==> src/rtl/branch_hazard_ctrl.sv <==
// Fetch-side control-hazard sequencer: freezes the PC and bubbles IF/ID while a
// branch is in flight, then issues a single-cycle redirect when EX resolves it taken.
module branch_hazard_ctrl #(
    parameter int WIDTH_DATA_LENGTH = 32,
    parameter int RESOLVE_TIMEOUT   = 7,
    parameter int CNT_WIDTH         = 16
) (
    input  logic                         clk,
    input  logic                         rst_n,
    input  logic                         If_Valid,
    input  logic                         Br_Detected,
    input  logic                         Ex_Stall,
    input  logic                         Ex_Br_Resolved,
    input  logic                         Ex_Br_Taken,
    input  logic [WIDTH_DATA_LENGTH-1:0] Ex_Br_Target,
    output logic                         Pc_Stall,
    output logic                         If_Id_Flush,
    output logic                         Pc_Sel,
    output logic [WIDTH_DATA_LENGTH-1:0] Pc_Target,
    output logic                         Busy,
    output logic [CNT_WIDTH-1:0]         Br_Count,
    output logic [CNT_WIDTH-1:0]         Taken_Count,
    output logic                         Timeout_Err
);

    localparam int WAIT_W = (RESOLVE_TIMEOUT > 1) ? $clog2(RESOLVE_TIMEOUT) : 1;

    // Control output bundle order: {Pc_Stall, If_Id_Flush, Pc_Sel, Busy}
    localparam logic [3:0] CTL_IDLE  = 4'b0000;
    localparam logic [3:0] CTL_HOLD  = 4'b1101;
    localparam logic [3:0] CTL_REDIR = 4'b0111;

    typedef enum logic [1:0] {
        IDLE     = 2'd0,
        HOLD     = 2'd1,
        REDIRECT = 2'd2
    } state_t;

    state_t                         state_q;
    logic [WAIT_W-1:0]              wait_cnt_q;
    logic [3:0]                     ctl_q;
    logic [WIDTH_DATA_LENGTH-1:0]   target_q;
    logic [CNT_WIDTH-1:0]           br_cnt_q;
    logic [CNT_WIDTH-1:0]           taken_cnt_q;
    logic                           timeout_err_q;

    // Control outputs are loaded alongside the state so they always match it.
    always_ff @(posedge clk or negedge rst_n) begin
        if (!rst_n) begin
            state_q       <= IDLE;
            wait_cnt_q    <= '0;
            ctl_q         <= CTL_IDLE;
            target_q      <= '0;
            br_cnt_q      <= '0;
            taken_cnt_q   <= '0;
            timeout_err_q <= 1'b0;
        end else begin
            case (state_q)
                IDLE: begin
                    if (If_Valid && Br_Detected) begin
                        state_q    <= HOLD;
                        ctl_q      <= CTL_HOLD;
                        wait_cnt_q <= '0;
                        if (br_cnt_q != '1)
                            br_cnt_q <= br_cnt_q + CNT_WIDTH'(1);
                    end
                end
                HOLD: begin
                    // A frozen EX may show stale resolve signals, so nothing advances.
                    if (!Ex_Stall) begin
                        if (Ex_Br_Resolved) begin
                            if (Ex_Br_Taken) begin
                                state_q  <= REDIRECT;
                                ctl_q    <= CTL_REDIR;
                                target_q <= Ex_Br_Target;
                                if (taken_cnt_q != '1)
                                    taken_cnt_q <= taken_cnt_q + CNT_WIDTH'(1);
                            end else begin
                                state_q <= IDLE;
                                ctl_q   <= CTL_IDLE;
                            end
                        end else if (wait_cnt_q == WAIT_W'(RESOLVE_TIMEOUT - 1)) begin
                            state_q       <= IDLE;
                            ctl_q         <= CTL_IDLE;
                            timeout_err_q <= 1'b1;
                        end else begin
                            wait_cnt_q <= wait_cnt_q + WAIT_W'(1);
                        end
                    end
                end
                REDIRECT: begin
                    state_q <= IDLE;
                    ctl_q   <= CTL_IDLE;
                end
                default: begin
                    state_q <= IDLE;
                    ctl_q   <= CTL_IDLE;
                end
            endcase
        end
    end

    assign {Pc_Stall, If_Id_Flush, Pc_Sel, Busy} = ctl_q;
    assign Pc_Target   = target_q;
    assign Br_Count    = br_cnt_q;
    assign Taken_Count = taken_cnt_q;
    assign Timeout_Err = timeout_err_q;

endmodule

==> config.mk <==
export PLATFORM = sky130hd
export DESIGN_NAME = branch_hazard_ctrl
export DESIGN_NICKNAME = d
export VERILOG_FILES = /design/src/rtl/branch_hazard_ctrl.sv
export SDC_FILE = /design/constraint.sdc
export NUM_CORES = 1
export LEC_CHECK = 0
export ABC_AREA = 0
export BUFFER_PORTS_ARGS = -buffer_cell sky130_fd_sc_hd__buf_4
export CAP_MARGIN = 20
export CORE_MARGIN = 10
export CORE_UTILIZATION = 30
export CTS_BUF_LIST = sky130_fd_sc_hd__clkbuf_8
export DETAILED_ROUTE_END_ITERATION = 8
export GPL_TIMING_DRIVEN = 0
export PLACE_DENSITY_LB_ADDON = 0.2
export SETUP_SLACK_MARGIN = 0.3
export SLEW_MARGIN = 20
export SYNTH_ARGS = -nofsm -noshare
export SYNTH_HDL_FRONTEND = slang
export SYNTH_SLANG_ARGS = --single-unit
==> constraint.sdc <==
create_clock -name clk -period 2.1 [get_ports clk]
set_clock_uncertainty 0.05 [all_clocks]
set_input_delay 0.42 -clock clk [delete_from_list [all_inputs] [get_ports clk]]
set_output_delay 0.42 -clock clk [all_outputs]
set_load 0.02 [all_outputs]
==> summary.txt <==
Clocking
  – Clk_lat worst skew: 0.34 ns
  – Hold-fix buffers, CTS: 0
  – CTS tree: built
  – CTS max path bufs: 2
  – Cts bufs inserted: 9
  – H-tree levels: 3
  – Root buf cell: clkbuf_8
  – CTS sink count: 71
  – Register clock-pin slew on the reported worst setup and hold paths: 0.08 ns

Power and ir drop
  – Max VDD drop: 453 uV
  – Leakage power: 2.39 nW
  – Sw Pwr: 1.70 mW
  – Pwr dens: 1050 nW/um2
  – Total internal power: 3.12 mW
  – Seq pwr share: 42.4%
  – Clk pwr share: 23.8%
  – Part of the power in combinational logic: 33.8%
  – Switching portion of total power: 35.2%

Global route
  – Gr usage total: 11.3%
  – Largest net degree at the start of global routing: 72
  – Initial antenna violation count: 0
  – Gr ovfl total: 0
  – Number of global-route vias before repair: 2788
  – First-pass GRT wire length: 14.0 mm

Synthesis
  – Sequential-to-total area share from yosys stat: 54.6%
  – Primary FF master, synth: dfrtp_1
  – Most frequent cell after synthesis: nand2_1
  – Net Count, Synth: 358
  – Synth top area share: 54.6%
  – Number of synthesized register bits: 71
  – Synth cell count leaders: nand2_1 (110), dfrtp_1 (71), xor2_1 (17), nand3_1 (10), nand4_1 (9)
  – Synth cell types: 44
  – Number of synthesized flops with an enable pin: 0
  – Mapped Area: 3260 um2
  – Synth area leaders: dfrtp_1 (55%), nand2_1 (13%), xor2_1 (4.6%)
  – Avg Inst Size Synth: 10.3 um2
  – Ys Warns: 0
  – Gate Count Post-Synth: 315
  – Ys async rst share: 100%
  – Cell accounting for the most synthesized area: dfrtp_1

Drt
  – Vias: 2632
  – WL/cell: 14.5 um
  – Drc violations: 0
  – Antenna-violating nets left: 0
  – Avg Vias per Cell: 4.50
  – Pre-antenna DRT Iters: 4
  – Iter 0 DRT Violations: 130
  – DRT Wirelength: 8.47 mm

Floorplanning
  – Core region area: 10500 um2
  – DIE AREA: 15400 um2
  – IO Pins: 108
  – Die height: 124 um
  – Num rows: 37
  – Die Width: 124 um
  – Initial cell density of the core: 31.1%

Final layout
  – Finished Core Util: 44.0%
  – Ant. Diodes: 0
  – Nets: 487
  – Fillcell total: 1046
  – Area occupied by registers: 1780 um2
  – Area growth syn-to-layout: 41.4%
  – Layout cell share with drive strength beyond 1: 41.2%
  – Non-filler cells, final: 585
  – Multi-input gate area in the final layout: 1450 um2

STA
  – Min Clock Period, post-route: 1.75 ns
  – Setup WS post-layout: 0.355 ns
  – Max-slew violations: 0
  – Final period util: 83.1%
  – Max_slew headroom: 39.0%
  – Final TNS setup: 0 ns
  – Hold Violations, Final: 0
  – RSZ-0062 raised after global routing: true
  – Final setup viols: 0
  – Fmax: 0.573 GHz
  – Worst-margin pin slew: 0.916 ns

Status
  – Status: finished, final reports clean

Setup path
  – Worst path arrival time: 1.92 ns
  – Critical path required time: 2.27 ns
  – Element type at the critical path end: register
  – Worst Path Max Fanout: 5
  – Worst Setup Start Kind: register
  – Critical path class: reg -> reg

Placed design
  – Cell Count Post-Placement: 558
  – Pre-CTS setup slack: 0.161 ns
  – Final HPWL DP: 6.18 mm
  – RePlAce Congestion: 0.774
  – PortBufs: 107

Job
  – Maxcap violations: 0

Min path
  – Hold WC Path Type: in -> async
per-layer routing:
metal | global-route usage [%] | routed length (um) | vias up
li1 | - | - | 1314
met1 | 13.4 | 3510 | 1243
met2 | 17.9 | 4070 | 66
met3 | 4.89 | 790 | 9
met4 | 4.32 | 95 | 0
met5 | 0 | 0 | -
flip-flops by register name (all words and copies together), names as in the netlist:
name	flops
Taken_Count	16
wait_cnt_q	3
Pc_Target	32
state_q	1
Timeout_Err	1
Br_Count	16
ctl_q	2
path summary, 6_finish.rpt:
check | startpoint | end | slack [ns] | cells after the start
worst min-delay path | rst_n | Br_Count[5] | 0.16 | 1
worst max register to register | Taken_Count[0] | Taken_Count[1] | 0.35 | 6
max in group asynchronous | rst_n | Taken_Count[0] | 1.19 | 1
worst min register to register | Pc_Target[13] | Pc_Target[13] | 0.43 | 2
worst max-delay path | Taken_Count[0] | Taken_Count[1] | 0.35 | 6
min in group clk | Ex_Br_Target[8] | Pc_Target[8] | 0.22 | 3
cells by family (layout without fill, tap and decap cells):
group           count (synthesis)  count (layout)  share of synthesized area (%)
buf+inv                        17             151                           2.92
xor+xnor                       25              25                           6.73
flops                          71              71                           54.6
simple gates                  175             175                           29.1
fa+ha+maj                       4               4                           1.54
mux                             5               5                           1.84
compound gates                 18              18                           3.31
layout make-up:
cell class,count,area share [%]
flip-flops and latches,71,38.7
clock inverters,7,1.77
plain buffers,13,1.98
clock buffers,9,2.69
multi-input cells,227,31.4
repair buffers,118,19.3
well taps,136,3.70
inverters,4,0.408
repair_timing:
action                     4_1_cts  5_1_grt
cloned                           0        0
buffers inserted                 2        9
resized for setup                3       24
setup endpoints to repair       35       49
pin swaps                        4        5
layout by cell type (no fill, tap or decap), drive strengths merged, types with 5 or more instances in the layout:
cell type	n
mux2	5
xor2	17
xnor2	8
clkbuf	11
buf	129
nand2	110
nor4	8
inv	6
a21oi	8
nor3	9
nand3	12
dfrtp	71
nand4	12
o21ai	6
and3	5
critical path, stage by stage (launching register included):
cell     delay [ns]
dfrtp_2        0.42
ha_2           0.23
nand4_4        0.12
nor4_4         0.32
buf_4          0.18
nor2_1         0.05
mux2_2         0.26
per-stage QoR:
stage	total power [mW]	hold WS [ns]	instance area [um2]
floorplan	2.83	0.0744	3260
global placement	3.62	0.409	4230
detailed placement	3.65	0.414	4230
CTS	4.87	0.180	4470
global route	5.16	0.202	4600
finish	4.82	0.163	4600
power groups by stage:
stage                     clock, mW  combinational (mW)  sequential [mW]
after floorplan                   0               0.413             2.42
after global placement            0                1.59             2.03
after detailed placement          0                1.61             2.04
after CTS                      1.21                1.62             2.04
after global routing           1.27                1.80             2.10
final                          1.15                1.63             2.04
Note: power is estimated with default switching activity, not from simulation.
